$ cat src/rtl/sa_bresp_channel_pkg.sv
// ---------------------------------------------------------------------------
// sa_pkg -- shared types and constants for the slave-arbiter B-response path.
//
// Contents:
//   SA_*                 default configuration (masters, ID/resp widths)
//   SA_BRESP_BUF_DEPTH   depth of the response return buffer (2)
//   sa_bresp_entry_t     one buffered beat: {mst_idx, mst_id, resp}
//   sa_mst_idx()         extracts the master-index prefix from a slave ID
//
// The entry struct and the helper are sized from the SA_* constants, so the
// blocks that use them keep their parameters at these defaults.
// ---------------------------------------------------------------------------
package sa_pkg;

  localparam int SA_MST_AMT         = 3;
  localparam int SA_OUTSTANDING_AMT = 8;
  localparam int SA_TRANS_MST_ID_W  = 5;
  localparam int SA_MST_ID_W        = $clog2(SA_MST_AMT);
  localparam int SA_TRANS_SLV_ID_W  = SA_TRANS_MST_ID_W + SA_MST_ID_W;
  localparam int SA_TRANS_WR_RESP_W = 2;

  localparam int SA_BRESP_BUF_DEPTH = 2;

  typedef struct packed {
    logic [SA_MST_ID_W-1:0]        mst_idx;
    logic [SA_TRANS_MST_ID_W-1:0]  mst_id;
    logic [SA_TRANS_WR_RESP_W-1:0] resp;
  } sa_bresp_entry_t;

  // The slave-side ID carries the originating master index in its MSBs.
  function automatic logic [SA_MST_ID_W-1:0] sa_mst_idx(
    input logic [SA_TRANS_SLV_ID_W-1:0] slv_id
  );
    return slv_id[SA_TRANS_SLV_ID_W-1 -: SA_MST_ID_W];
  endfunction

endpackage

$ cat src/rtl/sa_bresp_channel_if.sv
// ---------------------------------------------------------------------------
// sa_bresp_channel_if -- bundle of every bus signal of sa_bresp_channel.
//
// Signals:
//   s_BID_i / s_BRESP_i / s_BVALID_i / s_BREADY_o   B channel from the slave
//   dsp_BREADY_i / dsp_BID_o / dsp_BRESP_o /
//   dsp_BVALID_o                                     B beats to master dispatchers
//   aw_hsk_i / aw_mst_id_i                           AW acceptance notification
//   err_bad_id_o / err_unexp_o                       single-cycle error pulses
//
// Modports:
//   slave  -- view of the response channel block itself
//   master -- view of the surrounding logic that drives its inputs
// ---------------------------------------------------------------------------
interface sa_bresp_channel_if
  import sa_pkg::*;
#(
  parameter int MST_AMT         = SA_MST_AMT,
  parameter int TRANS_MST_ID_W  = SA_TRANS_MST_ID_W,
  parameter int MST_ID_W        = $clog2(MST_AMT),
  parameter int TRANS_SLV_ID_W  = TRANS_MST_ID_W + MST_ID_W,
  parameter int TRANS_WR_RESP_W = SA_TRANS_WR_RESP_W
);

  logic [TRANS_SLV_ID_W-1:0]  s_BID_i;
  logic [TRANS_WR_RESP_W-1:0] s_BRESP_i;
  logic                       s_BVALID_i;
  logic                       s_BREADY_o;

  logic [MST_AMT-1:0]         dsp_BREADY_i;
  logic [TRANS_MST_ID_W-1:0]  dsp_BID_o;
  logic [TRANS_WR_RESP_W-1:0] dsp_BRESP_o;
  logic [MST_AMT-1:0]         dsp_BVALID_o;

  logic                       aw_hsk_i;
  logic [MST_ID_W-1:0]        aw_mst_id_i;

  logic                       err_bad_id_o;
  logic                       err_unexp_o;

  modport slave (
    input  s_BID_i, s_BRESP_i, s_BVALID_i, dsp_BREADY_i, aw_hsk_i, aw_mst_id_i,
    output s_BREADY_o, dsp_BID_o, dsp_BRESP_o, dsp_BVALID_o, err_bad_id_o, err_unexp_o
  );

  modport master (
    output s_BID_i, s_BRESP_i, s_BVALID_i, dsp_BREADY_i, aw_hsk_i, aw_mst_id_i,
    input  s_BREADY_o, dsp_BID_o, dsp_BRESP_o, dsp_BVALID_o, err_bad_id_o, err_unexp_o
  );

endinterface

$ cat src/rtl/sa_bresp_channel_skid_buf.sv
// ---------------------------------------------------------------------------
// sa_resp_skid_buf -- small valid/ready FIFO for response return paths
// (B here, reusable for R).
//
// Ports:
//   clk, rst_n          clock, asynchronous active-low reset
//   in_data / in_valid  write side; a beat is taken when in_valid & in_ready
//   in_ready            registered: high whenever the FIFO is not full
//   out_data/out_valid  head entry, valid whenever the FIFO is not empty
//   out_ready           pops the head when out_valid & out_ready
//
// in_ready is a pure register view of the occupancy, so there is no
// combinational path from out_ready to in_ready; with DEPTH=2 that still
// sustains one beat per cycle because push and pop may share a cycle.
// DEPTH must be a power of two so the pointers wrap naturally.
// ---------------------------------------------------------------------------
module sa_resp_skid_buf
  import sa_pkg::*;
#(
  parameter int WIDTH = 8,
  parameter int DEPTH = SA_BRESP_BUF_DEPTH
) (
  input  logic             clk,
  input  logic             rst_n,
  input  logic [WIDTH-1:0] in_data,
  input  logic             in_valid,
  output logic             in_ready,
  output logic [WIDTH-1:0] out_data,
  output logic             out_valid,
  input  logic             out_ready
);

  localparam int PTR_W = (DEPTH > 1) ? $clog2(DEPTH) : 1;
  localparam int CNT_W = $clog2(DEPTH + 1);

  logic [WIDTH-1:0] memReg [DEPTH];
  logic [PTR_W-1:0] wrPtrReg;
  logic [PTR_W-1:0] rdPtrReg;
  logic [CNT_W-1:0] countReg;
  logic [CNT_W-1:0] countNext;
  logic             readyReg;
  logic             push;
  logic             pop;

  assign push      = in_valid && readyReg;
  assign pop       = out_valid && out_ready;
  assign out_valid = (countReg != '0);
  assign out_data  = memReg[rdPtrReg];
  assign in_ready  = readyReg;

  always_comb begin
    countNext = countReg;
    if (push && !pop) begin
      countNext = countReg + CNT_W'(1);
    end else if (pop && !push) begin
      countNext = countReg - CNT_W'(1);
    end
  end

  // Entries are cleared on reset so the head payload reads as zero
  // straight out of reset.
  always_ff @(posedge clk or negedge rst_n) begin
    if (!rst_n) begin
      for (int i = 0; i < DEPTH; i++) begin
        memReg[i] <= '0;
      end
    end else if (push) begin
      memReg[wrPtrReg] <= in_data;
    end
  end

  always_ff @(posedge clk or negedge rst_n) begin
    if (!rst_n) begin
      wrPtrReg <= '0;
      rdPtrReg <= '0;
      countReg <= '0;
      readyReg <= 1'b0;
    end else begin
      if (push) begin
        wrPtrReg <= wrPtrReg + PTR_W'(1);
      end
      if (pop) begin
        rdPtrReg <= rdPtrReg + PTR_W'(1);
      end
      countReg <= countNext;
      // Ready follows next-cycle occupancy, which also gives the
      // "low in reset, high one cycle after release" behaviour.
      readyReg <= (countNext != CNT_W'(DEPTH));
    end
  end

endmodule

$ cat src/rtl/sa_bresp_channel.sv
// ---------------------------------------------------------------------------
// sa_bresp_channel -- slave-arbiter write-response (B) return path.
//
// Takes B beats from one slave, decodes the originating master from the
// index prefix of the extended slave BID, strips that prefix and returns the
// beat to the matching master dispatcher through a 2-entry buffer.
//
// Ports:
//   ACLK_i      clock
//   ARESETn_i   asynchronous active-low reset
//   bus         sa_bresp_channel_if.slave:
//                 s_B*            slave-side B channel (s_BREADY_o registered)
//                 dsp_BID/BRESP   shared payload bus toward all masters
//                 dsp_BVALID_o    one-hot valid selecting the destination master
//                 dsp_BREADY_i    per-master ready
//                 aw_hsk_i/aw_mst_id_i  AW acceptance (used by the checker)
//                 err_bad_id_o    pulse: beat carried an index >= MST_AMT
//                 err_unexp_o     pulse: B delivered with no outstanding AW
//
// Build option: define SA_BRESP_OUTSTANDING_CHECK_EN to add per-master
// outstanding-AW counters driving err_unexp_o. Without it the aw_* inputs are
// ignored and err_unexp_o is held at 0.
// ---------------------------------------------------------------------------
module sa_bresp_channel
  import sa_pkg::*;
#(
  parameter int MST_AMT         = SA_MST_AMT,
  parameter int OUTSTANDING_AMT = SA_OUTSTANDING_AMT,
  parameter int TRANS_MST_ID_W  = SA_TRANS_MST_ID_W,
  parameter int MST_ID_W        = $clog2(MST_AMT),
  parameter int TRANS_SLV_ID_W  = TRANS_MST_ID_W + MST_ID_W,
  parameter int TRANS_WR_RESP_W = SA_TRANS_WR_RESP_W
) (
  input logic               ACLK_i,
  input logic               ARESETn_i,
  sa_bresp_channel_if.slave bus
);

  localparam int ENTRY_W = $bits(sa_bresp_entry_t);

  sa_bresp_entry_t      inEntry;
  sa_bresp_entry_t      headEntry;
  logic [ENTRY_W-1:0]   headVec;
  logic [MST_ID_W-1:0]  slvIdx;
  logic                 idxOk;
  logic                 accept;
  logic                 bufInValid;
  logic                 bufInReady;
  logic                 headValid;
  logic [MST_AMT-1:0]   dspValid;
  logic                 dspHsk;
  logic                 errBadIdReg;

  // ---------------- ID decode and bad-ID filter ----------------
  assign slvIdx = sa_mst_idx(bus.s_BID_i);
  assign idxOk  = (int'(slvIdx) < MST_AMT);

  assign inEntry.mst_idx = slvIdx;
  assign inEntry.mst_id  = bus.s_BID_i[TRANS_MST_ID_W-1:0];
  assign inEntry.resp    = bus.s_BRESP_i;

  // A bad-index beat is still handshaken with the slave (it must not block
  // the channel), it is simply never written into the buffer.
  assign accept     = bus.s_BVALID_i && bufInReady;
  assign bufInValid = bus.s_BVALID_i && idxOk;

  sa_resp_skid_buf #(
    .WIDTH (ENTRY_W),
    .DEPTH (SA_BRESP_BUF_DEPTH)
  ) u_buf (
    .clk       (ACLK_i),
    .rst_n     (ARESETn_i),
    .in_data   (inEntry),
    .in_valid  (bufInValid),
    .in_ready  (bufInReady),
    .out_data  (headVec),
    .out_valid (headValid),
    .out_ready (dspHsk)
  );

  assign headEntry = sa_bresp_entry_t'(headVec);

  // ---------------- one-hot valid toward the dispatchers ----------------
  genvar gi;
  generate
    for (gi = 0; gi < MST_AMT; gi++) begin : g_onehot
      assign dspValid[gi] = headValid && (int'(headEntry.mst_idx) == gi);
    end
  endgenerate

  // Only the addressed master's ready can complete the head beat, so a
  // stalled head holds back younger beats regardless of their destination.
  assign dspHsk = |(dspValid & bus.dsp_BREADY_i);

  assign bus.s_BREADY_o   = bufInReady;
  assign bus.dsp_BVALID_o = dspValid;
  assign bus.dsp_BID_o    = headEntry.mst_id;
  assign bus.dsp_BRESP_o  = headEntry.resp;

  always_ff @(posedge ACLK_i or negedge ARESETn_i) begin
    if (!ARESETn_i) begin
      errBadIdReg <= 1'b0;
    end else begin
      errBadIdReg <= accept && !idxOk;
    end
  end

  assign bus.err_bad_id_o = errBadIdReg;

  // ---------------- optional outstanding-AW checker ----------------
`ifdef SA_BRESP_OUTSTANDING_CHECK_EN
  localparam int CNT_W = $clog2(OUTSTANDING_AMT + 1);

  logic [MST_AMT-1:0] unexpHit;
  logic               errUnexpReg;

  generate
    for (gi = 0; gi < MST_AMT; gi++) begin : g_outstanding
      logic [CNT_W-1:0] outCntReg;
      logic             awInc;
      logic             bDec;

      assign awInc = bus.aw_hsk_i && (int'(bus.aw_mst_id_i) == gi);
      assign bDec  = dspHsk && dspValid[gi];

      // Delivered with nothing outstanding: flag it, the beat still goes out.
      assign unexpHit[gi] = bDec && (outCntReg == '0);

      always_ff @(posedge ACLK_i or negedge ARESETn_i) begin
        if (!ARESETn_i) begin
          outCntReg <= '0;
        end else if (awInc && !bDec) begin
          if (outCntReg < CNT_W'(OUTSTANDING_AMT)) begin
            outCntReg <= outCntReg + CNT_W'(1);
          end
        end else if (bDec && !awInc) begin
          if (outCntReg != '0) begin
            outCntReg <= outCntReg - CNT_W'(1);
          end
        end
      end
    end
  endgenerate

  always_ff @(posedge ACLK_i or negedge ARESETn_i) begin
    if (!ARESETn_i) begin
      errUnexpReg <= 1'b0;
    end else begin
      errUnexpReg <= |unexpHit;
    end
  end

  assign bus.err_unexp_o = errUnexpReg;
`else
  logic unusedSink;
  assign unusedSink      = ^{bus.aw_hsk_i, bus.aw_mst_id_i, OUTSTANDING_AMT};
  assign bus.err_unexp_o = 1'b0;
`endif

endmodule

$ cat src/flat_wrapper.sv
// flat-port wrapper written by rule: the top's interface ports become plain ports
module sa_bresp_channel_flat import sa_pkg::*;
#(
  parameter int MST_AMT         = SA_MST_AMT,
  parameter int OUTSTANDING_AMT = SA_OUTSTANDING_AMT,
  parameter int TRANS_MST_ID_W  = SA_TRANS_MST_ID_W,
  parameter int MST_ID_W        = $clog2(MST_AMT),
  parameter int TRANS_SLV_ID_W  = TRANS_MST_ID_W + MST_ID_W,
  parameter int TRANS_WR_RESP_W = SA_TRANS_WR_RESP_W
)
  (ACLK_i, ARESETn_i, bus_s_BID_i, bus_s_BRESP_i, bus_s_BVALID_i, bus_dsp_BREADY_i, bus_aw_hsk_i, bus_aw_mst_id_i, bus_s_BREADY_o, bus_dsp_BID_o, bus_dsp_BRESP_o, bus_dsp_BVALID_o, bus_err_bad_id_o, bus_err_unexp_o);
  sa_bresp_channel_if #(.MST_AMT(MST_AMT), .TRANS_MST_ID_W(TRANS_MST_ID_W), .MST_ID_W(MST_ID_W), .TRANS_SLV_ID_W(TRANS_SLV_ID_W), .TRANS_WR_RESP_W(TRANS_WR_RESP_W)) bus_i ();
  input logic ACLK_i;
  input logic ARESETn_i;
  input wire logic [$bits(bus_i.s_BID_i)-1:0] bus_s_BID_i;
  input wire logic [$bits(bus_i.s_BRESP_i)-1:0] bus_s_BRESP_i;
  input wire logic [$bits(bus_i.s_BVALID_i)-1:0] bus_s_BVALID_i;
  input wire logic [$bits(bus_i.dsp_BREADY_i)-1:0] bus_dsp_BREADY_i;
  input wire logic [$bits(bus_i.aw_hsk_i)-1:0] bus_aw_hsk_i;
  input wire logic [$bits(bus_i.aw_mst_id_i)-1:0] bus_aw_mst_id_i;
  output wire logic [$bits(bus_i.s_BREADY_o)-1:0] bus_s_BREADY_o;
  output wire logic [$bits(bus_i.dsp_BID_o)-1:0] bus_dsp_BID_o;
  output wire logic [$bits(bus_i.dsp_BRESP_o)-1:0] bus_dsp_BRESP_o;
  output wire logic [$bits(bus_i.dsp_BVALID_o)-1:0] bus_dsp_BVALID_o;
  output wire logic [$bits(bus_i.err_bad_id_o)-1:0] bus_err_bad_id_o;
  output wire logic [$bits(bus_i.err_unexp_o)-1:0] bus_err_unexp_o;
  assign bus_i.s_BID_i = bus_s_BID_i;
  assign bus_i.s_BRESP_i = bus_s_BRESP_i;
  assign bus_i.s_BVALID_i = bus_s_BVALID_i;
  assign bus_i.dsp_BREADY_i = bus_dsp_BREADY_i;
  assign bus_i.aw_hsk_i = bus_aw_hsk_i;
  assign bus_i.aw_mst_id_i = bus_aw_mst_id_i;
  assign bus_s_BREADY_o = bus_i.s_BREADY_o;
  assign bus_dsp_BID_o = bus_i.dsp_BID_o;
  assign bus_dsp_BRESP_o = bus_i.dsp_BRESP_o;
  assign bus_dsp_BVALID_o = bus_i.dsp_BVALID_o;
  assign bus_err_bad_id_o = bus_i.err_bad_id_o;
  assign bus_err_unexp_o = bus_i.err_unexp_o;
  sa_bresp_channel #(.MST_AMT(MST_AMT), .OUTSTANDING_AMT(OUTSTANDING_AMT), .TRANS_MST_ID_W(TRANS_MST_ID_W), .MST_ID_W(MST_ID_W), .TRANS_SLV_ID_W(TRANS_SLV_ID_W), .TRANS_WR_RESP_W(TRANS_WR_RESP_W)) u_core (.ACLK_i(ACLK_i), .ARESETn_i(ARESETn_i), .bus(bus_i));
endmodule
$ cat config.mk
export PLATFORM = sky130hd
export DESIGN_NAME = sa_bresp_channel_flat
export DESIGN_NICKNAME = d
export VERILOG_FILES = /design/src/rtl/sa_bresp_channel_pkg.sv /design/src/rtl/sa_bresp_channel_if.sv /design/src/rtl/sa_bresp_channel_skid_buf.sv /design/src/rtl/sa_bresp_channel.sv /design/src/flat_wrapper.sv
export SDC_FILE = /design/constraint.sdc
export NUM_CORES = 1
export LEC_CHECK = 0
export CORE_UTILIZATION = 42
export DETAILED_ROUTE_END_ITERATION = 16
export PLACE_DENSITY = 0.75
export SETUP_SLACK_MARGIN = 0.02
export SLEW_MARGIN = 5
export SYNTH_ARGS = -nofsm -noshare
export SYNTH_HDL_FRONTEND = slang
export SYNTH_SLANG_ARGS = --single-unit
export TNS_END_PERCENT = 100
$ cat constraint.sdc
create_clock -name ACLK_i -period 1.8 [get_ports ACLK_i]
set_input_delay 0.45 -clock ACLK_i [delete_from_list [all_inputs] [get_ports ACLK_i]]
set_output_delay 0.45 -clock ACLK_i [all_outputs]
set_load 0.05 [all_outputs]
# Word-level counts from Yosys, hierarchy flattened

Cells that the tools add are included.

$lt $le $gt $ge: 4
Equality and inequality tests: 3
Reduce and logical (&&, ||, !) cells: 17
Add/subtract/negate cells: 4
Mux-type cells: 8
Bitwise operators: 3

Operators with widths:

| operator                                                    | number |
|---|---|
| two-way mux 9 bit                                           | 4 |
| bitwise mux 18 bit                                          | 1 |
| logical AND 1 bit                                           | 11 |
| demux 9 bit (select 1 bit)                                  | 1 |
| == test 2 bit (second input constant)                       | 2 |
| >= comparator 2 bit (second input constant)                 | 2 |
| two-way mux 2 bit                                           | 2 |
| inverter 1 -> 2 bit                                         | 2 |
| AND 3 bit                                                   | 1 |
| logical NOT 1 bit                                           | 3 |
| OR reduction 3 bit                                          | 1 |
| adder 1 bit (second input constant)                         | 2 |
| adder 2 x 1 -> 2 bit (second input constant)                | 1 |
| logical NOT 2 bit                                           | 1 |
| less-than comparator 2 x 1 -> 1 bit (second input constant) | 1 |
| less-than comparator 2 bit (second input constant)          | 1 |
| inequality test 2 bit (second input constant)               | 1 |
| nonzero test 2 bit                                          | 1 |
| subtractor 2 x 1 -> 2 bit (second input constant)           | 1 |

Flip-flop bits (word level): 24
Input port bits: 18
Output and inout port bits: 13

# Depth between registers and ports, before layout

Word-level depth: 13
Mapped depth: 7
Mapped depth without buffers: 7

# Modules after synthesis

From an unflattened synthesis, not the netlist that was laid out.

Cells, all modules: 83
Area, all modules: 1163.6 um^2

Modules (own cells, without submodules):

| module           | cells each | times used | seq. area each (um^2) | area an instance (um^2) |
|---|---|---|---|---|
| sa_resp_skid_buf | 71         | 1          | 575.6                 | 1054.8 |
| sa_bresp_channel | 12         | 1          | 25.0                  | 108.9 |

# Worst setup path before layout

Ideal clock, no wire load.

Path kind: register to output
Start point: register u_core.u_buf.rdPtrReg
End point: output port bus_dsp_BVALID_o[1]
Path slack: -305 ps
Arrival: 1655 ps
Cell stages (with the launch flop): 5
Path through: dfrtp_1 buf_6 mux2i_1 nand2_1 nor2_1

Word-level cells in the longest chain between the ends: 6

Ends and longest elaborated chain:

| item                                                  | RTL line                        | text |
|---|---|---|
| from (decl)                                           | sa_bresp_channel_skid_buf.sv:38 | `logic [PTR_W-1:0] rdPtrReg;` |
| from (signal assigned)                                | sa_bresp_channel_skid_buf.sv:83 | `rdPtrReg <= rdPtrReg + PTR_W'(1);` |
| inverter 1 -> 2 bit (implied by the code)             | sa_bresp_channel_skid_buf.sv:48 | `assign out_data = memReg[rdPtrReg];` |
| two-way mux 9 bit (implied by the code) (3 in series) | sa_bresp_channel_skid_buf.sv:48 |  |
| == test 2 bit                                         | sa_bresp_channel.sv:87          | `assign dspValid[gi] = headValid && (int'(headEntry.mst_idx) == gi);` |
| logical AND 1 bit                                     | sa_bresp_channel.sv:87          |  |
| to (decl)                                             | flat_wrapper.sv:24              | `output wire logic [$bits(bus_i.dsp_BVALID_o)-1:0] bus_dsp_BVALID_o;` |

Every way passes these cells. The select of a mux whose other input is x is not followed.

# Worst setup path in the final report

Start point: register u_core.u_buf.rdPtrReg
End point: register u_core.u_buf.countReg[1]

Word-level cells in the longest chain between the ends: 12
Elaborated cells on any way between the ends: 18
Those cells by class: 2 x eq/ne; 5 x mux; 2 x bitwise; 9 x reduce/logical

Ends and longest elaborated chain:

| item                                                          | RTL line                                                         | text |
|---|---|---|
| inverter 1 -> 2 bit (implied by the code) *                   | sa_bresp_channel_skid_buf.sv:48                                  |  |
| two-way mux 9 bit (implied by the code) * (3 in series)       | sa_bresp_channel_skid_buf.sv:48                                  |  |
| == test 2 bit / logical NOT 2 bit (equally long branches)     | sa_bresp_channel.sv:87                                           |  |
| logical AND 1 bit                                             | sa_bresp_channel.sv:87                                           |  |
| AND 3 bit *                                                   | sa_bresp_channel.sv:93                                           | `assign dspHsk = \|(dspValid & bus.dsp_BREADY_i);` |
| OR reduction 3 bit *                                          | sa_bresp_channel.sv:93                                           |  |
| logical AND 1 bit *                                           | sa_bresp_channel_skid_buf.sv:46                                  | `assign pop = out_valid && out_ready;` |
| logical AND 1 bit / logical NOT 1 bit (equally long branches) | sa_bresp_channel_skid_buf.sv:55, sa_bresp_channel_skid_buf.sv:53 |  |
| two-way mux 2 bit / logical AND 1 bit (equally long branches) | sa_bresp_channel_skid_buf.sv:55, sa_bresp_channel_skid_buf.sv:53 |  |
| two-way mux 2 bit *                                           | sa_bresp_channel_skid_buf.sv:53                                  | `if (push && !pop) begin` |
| net u_core.u_buf.countNext[1]                                 | sa_bresp_channel_skid_buf.sv:40                                  | `logic [CNT_W-1:0] countNext;` |
| to (signal assigned)                                          | sa_bresp_channel_skid_buf.sv:85                                  | `countReg <= countNext;` |
| to (decl)                                                     | sa_bresp_channel_skid_buf.sv:39                                  | `logic [CNT_W-1:0] countReg;` |

Mark *: on every way through the listed nets, which the timed path passes. The rest lies on a longest branch. The select of a mux whose other input is x is not followed.
A chain may end at the register's enable or synchronous reset.

==> impl_metrics.tcl <==
set metrics [dict create \
    clock_sinks 24 \
    start_util_pct 45.9 \
    setup.worst_path.end_class "flop" \
    fillers 189 \
    die_w_um 54.8 \
    synthesis.area_mm2 0.00117 \
    path_buf_inv 3 \
    synth-seq-area-share_pct 51.4 \
    grt_max_degree 25 \
    crit_path_start "u_core.u_buf.rdPtrReg" \
    clock_skew_ns 0.00953 \
    place_congestion 0.687 \
    dp_cells 153 \
    crit_type "flop to flop" \
    reg2reg_to "u_core.u_buf.countReg[1]" \
    setup_slack_ns -0.199 \
    grt_pass1_wl_um 3770 \
    crit_path_max_fanout 3 \
    r2r_cells 8 \
    grt-ovfl-total 0 \
    reg2reg_slack_ns -0.20 \
    htreeDepth 1 \
    cts_tree "yes" \
    path_cells "buf_12 > mux2i_4 > buf_4 > buf_6 > mux2i_4 > o211a_1 > mux2_4 > o21a_1" \
    row_count 18 \
    grt_pass1_vias 868 \
    cap_violations 0 \
    crit_top_cell "mux2i_4" \
    grt_usage_pct 18.3 \
    finalHoldViolations 0 \
    area_delta_synth_final_pct 49.0 \
    synth-seq-cells 24 \
    arrival_ns 2.20 \
    slew_viol_final 0 \
    reg2reg_from "u_core.u_buf.rdPtrReg" \
    synth_area_per_cell_um2 13.4 \
    min_period_ns 2.00 \
    antenna_found_initial 0 \
    drc 0 \
    final_cells 162 \
    crit_path_top_delay_cell "dfrtp_2" \
    cp_num_cells 8 \
    start_kind "flop" \
    io_buffer_count 26 \
    drt_first_iter_violations 1 \
    whs_ns 0.481 \
    worstSkewPairLatency_ns 0.31 \
    crit_path_max_incr_delay_ns 0.45 \
    placed_cell_area_mm2 0.00158 \
    syn_inst 87 \
    syn_nets 106 \
    period_share_pct 111 \
    grt_setup_unrepaired "yes" \
    ys_warn_count 0 \
    n_antenna_cell 0 \
    ctsLongestPathBuffers 2 \
    final_nets 153 \
    pin_count 31 \
    path_delay_family "multiplexers" \
    drt_pass1_iterations 4 \
    setup_viol 13 \
    fmax_mhz 500 \
    drt_wl_total_um 2370 \
    hp-class "input port to async pin" \
    coreArea_mm2 0.00254 \
    yosysUniqueCellTypes 22 \
    required_ns 2.00 \
    place_hpwl_um 1750 \
    violations "setup timing" \
    final_area_mm2 0.00174 \
    mostFrequentLayoutCells "mux2_2, dfrtp_1, clkdlybuf4s50_1, buf_4, buf_6" \
    cts_made_buffers 3 \
    die_area_mm2 0.00300 \
    endpoint "u_core.u_buf.countReg[1]" \
    drive_gt1_share_pct 53.8 \
    final_common_cell "mux2_2" \
    status "finished with violations" \
    wire_per_inst_um 14.6 \
    cts-root-buf "clkbuf_4" \
    clk_pin_slew_ns 0.12 \
    antenna_left 0 \
    fp.dieH_um 54.8 \
    post-route-util_pct 68.4 \
    avgViaCountPerCell 5.14 \
    vias 832 \
]
==> layout make-up <==
class	instances	area [um2]	area share, %
multi-input cells	58	604	34.7
well taps	30	37.5	2.16
clock buffers	3	22.5	1.29
inverters	3	11.3	0.647
repair buffers	44	464	26.7
flip-flops and latches	24	602	34.6
==> flip-flops by register name, indices dropped and copies added, names as in the netlist <==
| name | flops |
|---|---|
| u_core.u_buf.wrPtrReg | 1 |
| u_core.bus.err_bad_id_o | 1 |
| u_core.u_buf.countReg | 2 |
| u_core.u_buf.memReg | 18 |
| u_core.u_buf.rdPtrReg | 1 |
| u_core.u_buf.in_ready | 1 |
==> worst reg2reg max path: stages (launching register included) <==
cell,delay [ns]
dfrtp_2,0.45
buf_12,0.14
mux2i_4,0.18
buf_4,0.14
buf_6,0.11
mux2i_4,0.19
o211a_1,0.25
mux2_4,0.28
o21a_1,0.17
==> layer usage <==
layer  GRT usage [%]  vias up  wire length (um)
met2            30.9       22              1270
met1            21.5      405               952
met4            6.41        0                54
met3            6.11        8               100
li1                -      397                 -
met5               0        -                 0
==> Yosys cell counts <==
library cell | n | area [um2]
nand3_1 | 2 | 10.0
mux2i_2 | 1 | 13.8
nand2_1 | 4 | 15.0
nor2_1 | 6 | 22.5
a2111oi_4 | 1 | 27.5
a22oi_2 | 1 | 12.5
ha_1 | 1 | 12.5
xor2_1 | 1 | 8.76
xnor2_1 | 2 | 17.5
dfrtp_1 | 24 | 601
mux2i_1 | 3 | 30.0
a21oi_1 | 2 | 10.0
inv_1 | 3 | 11.3
mux2_4 | 1 | 15.0
mux2_2 | 26 | 293
buf_4 | 1 | 7.51
nand4_1 | 1 | 6.26
buf_6 | 1 | 11.3
and3_2 | 2 | 15.0
o21a_1 | 2 | 15.0
o211a_1 | 1 | 10.0
conb_1 | 1 | 3.75
==> timing repair <==
| item | in CTS | in global routing |
|---|---|---|
| hold buffers | 0 | 0 |
| buffers inserted | 5 | 2 |
| resized for setup | 20 | 2 |
| setup endpoints to repair | 12 | 13 |
| pin swaps | 4 | 2 |
==> cells by family after synthesis <==
family	Yosys count	synth area share, %
multiplexers	31	30.1
flip-flops	24	51.4
AND/OR/NAND/NOR	15	5.89
AO/OA/AOI/OAI	7	6.42
buffers and inverters	5	2.57
XOR/XNOR	3	2.25
adder cells (fa/ha/maj)	1	1.07
other	1	0.321
==> worst min path at each step <==
stage,depth (start not counted),slack [ns],endpoint
final,2,0.48,u_core.u_buf.memReg[7]
after global routing,2,0.52,u_core.u_buf.memReg[7]
after CTS,2,0.49,u_core.u_buf.memReg[7]
after detailed placement,1,0.48,u_core.u_buf.countReg[1]
after global placement,1,0.48,u_core.u_buf.countReg[1]
after floorplan,0,0.15,u_core.bus.err_bad_id_o
==> stage by stage <==
| stage | TNS, ns | worst slack, ns |
|---|---|---|
| floorplan | 0 | 0.0364 |
| global placement | -3.22 | -0.216 |
| detailed placement | -3.53 | -0.239 |
| CTS | -1.65 | -0.193 |
| global route | -2.59 | -0.252 |
| finish | -1.82 | -0.199 |
Power is left out: the tool's default activity adds up to more than one toggle a clock period on the data nets, which glitch-free logic cannot reach.
==> variant: new RTL, same flow settings <==
Add a define of `SA_BRESP_OUTSTANDING_CHECK_EN`.
--- a/src/rtl/sa_bresp_channel.sv
+++ b/src/rtl/sa_bresp_channel.sv
@@ -23,2 +23,4 @@
 // ---------------------------------------------------------------------------
+`define SA_BRESP_OUTSTANDING_CHECK_EN
+
 module sa_bresp_channel
Function: changed (Yosys sat finds a counterexample within 4 cycles, from zero or initial values and one cycle with ARESETn_i low).
==> variant against the original RTL <==
  * The run still ends with negative setup slack left
  * Sequential cell count up 13
  * Final area up 86%
  * Wire length up 89%
  * Final cell count up 90%
  * Via count up 86%
  * Setup slack worse by 0.30 ns
  * Global-route usage about the same
  * Clock skew down 0.0030 ns
  * Count of clock-buffer cells in the layout up 3
  * Synthesized area up 81%
  * Critical path type unchanged
  * Critical endpoint is now u_core.g_outstanding[2].outCntReg[3]$_DFFE_PN0P_
==> variant: results (changes against the original RTL) <==
status complete, but fails checks; failing checks negative setup slack; Gate Count Post-Synth 164 (+89%); register area share after synthesis 43.66% (-7.7 points); routed len/inst 14.54 µm (-0.77%); Tot GR Track Use 18.38% (+0.035 points); ys async rst share 100.0% (unchanged); CTS Buffer Depth 2 (unchanged); Setup WS pre-CTS -0.6358 ns (-0.3968 ns); Root Driver clkbuf_8; crit path DAT 2.52 ns (+0.32 ns); CTS clk-pin slew, worst paths 0.08 ns (-0.04 ns); slowest stage cell, crit path dfrtp_1; initial antenna violation count 0 (unchanged); compound-gate portion of the synthesized area 10.86% (+4.4 points); #FFs+latches synth 37 (+54%); Worst-Margin Slew ~0.36 ns; Post-synth top flop dfrtp_1; Post-Synth Adder-Cell Area 6.962% (+5.9 points); fraction of layout cells with a size suffix above 1 56.02% (+2.2 points); most frequent cells after synthesis dfrtp_1 (37), mux2_2 (25), nand2_1 (9); Synth cell types 48 (+120%); largest net degree at the start of global routing 38 (+52%); biggest regs u_core.u_buf.memReg (18), u_core.g_outstanding.outCntReg (12), u_core.u_buf.countReg (2); Finish-stage setup viols 25 (+12); DP Cell Count 292 (+91%); Worst Skew 0.006491 ns (-0.003034 ns); fin cells 308 (+90%); # diodes 0 (unchanged); fillers 356 (+88%); post-synthesis mux area share 17.52% (-13 points); DR vias/cell 5.019 (-2.3%); vias in the first global route 1,597 (+84%); P_leak 0.001411 µW; CTS buffer count 5 (+2); Worst Slack Setup Final -0.4945 ns (-0.2958 ns); XOR/XNOR Fraction of Synth Area 4.484% (+2.2 points); H-tree levels 2 (+1); Worst VDD drop a little over 1000 µV; max incr delay on CP 0.38 ns (-0.07 ns); dpl hpwl 3104 µm (+77%); Crit Path Max Fanout 6 (+3); worst-skew pair later-pin latency 0.29 ns (-0.02 ns); syn nets 192 (+81%); worst min path class reg -> reg; Buffers on Ports 30 (+15%); final net count 268 (+75%); worst hold slack 0.5073 ns (+0.02642 ns); DR pass1 iterations 4 (unchanged); RD Place Congestion 0.8060 (+17%); first-pass GRT wire length 7320 µm (+94%); 1st-iter DRT viols 40 (+39); post-place instance area 0.002846 mm² (+80%); largest cells by area after synthesis dfrtp_1 (44%), mux2_2 (13%), mux2_4 (4.2%); synth warn 0 (unchanged); setup TNS -4.745 ns (-2.922 ns)
## variant: cell count changes after synthesis, sizes merged, moves of 4 or more
cell and change:
o21ai +5, xnor2 +4, ha +6, dfrtp +13
nand2 +7, mux2i -4, mux2 +4
## variant: logic make-up (layout without fill, tap and decap cells)
family,count (synthesis),count (layout)
AND/OR/NAND/NOR,47,47
AO/OA/AOI/OAI,23,23
XOR/XNOR,10,10
buffers and inverters,6,83
flip-flops,37,37
adder cells (fa/ha/maj),10,10
multiplexers,31,31
## variant: worst paths after layout
path	start	end	cells after the start
hold / removal	u_core.u_buf.memReg[11]$_DFFE_PN0P_	u_core.u_buf.memReg[11]$_DFFE_PN0P_	1
setup reg to reg	u_core.u_buf.countReg[1]$_DFF_PN0_	u_core.g_outstanding[2].outCntReg[3]$_DFFE_PN0P_	11
hold reg to reg	u_core.u_buf.memReg[11]$_DFFE_PN0P_	u_core.u_buf.memReg[11]$_DFFE_PN0P_	1
max in group asynchronous	ARESETn_i	u_core.u_buf.rdPtrReg$_DFFE_PN0P_	2
setup / recovery	u_core.u_buf.countReg[1]$_DFF_PN0_	u_core.g_outstanding[2].outCntReg[3]$_DFFE_PN0P_	11
min in group asynchronous	ARESETn_i	u_core.g_outstanding[0].outCntReg[0]$_DFFE_PN0P_	2
## variant: critical path: cells and delay by family, from the launching register on
| family | cells | cell delay [ns] |
|---|---|---|
| DFF | 1 | 0.38 |
| and+or+nand+nor | 5 | 0.90 |
| buffers and inverters | 1 | 0.07 |
| adders and majority gates | 2 | 0.40 |
| AOI/OAI and AO/OA | 3 | 0.48 |
## variant: what timing repair did
item | CTS | global route
pin swaps | 8 | 6
resized for setup | 27 | 26
hold endpoints to repair | 0 | 0
setup buffers | 5 | 5
endpoints found under the setup margin | 22 | 27
## variant: area by class of cell
type | count | area (µm²) | share of cell area (%)
Tap cell | 67 | 83.83 | 2.581
Timing Repair Buffer | 70 | 725.7 | 22.34
Clock inverter | 2 | 37.54 | 1.156
Sequential cell | 37 | 929.6 | 28.62
Multi-Input combinational cell | 121 | 1368 | 42.10
Inverter | 5 | 21.27 | 0.6549
Clock buffer | 6 | 82.58 | 2.542
## variant: layer usage
layer	GRT usage (%)	up-vias	share of wire [%]
li1	-	742	-
met1	23.54	782	45
met2	30.04	17	51
met3	4.282	5	2.5
met4	7.190	0	1.5
met5	0	-	0
## variant: where the power goes
part / total [µW] / internal, µW / switching (µW)
combinational: 4150 / 2280 / 1870
clock: 757 / 451 / 306
sequential: 1700 / 1250 / 452
total: 6610 / 3980 / 2630
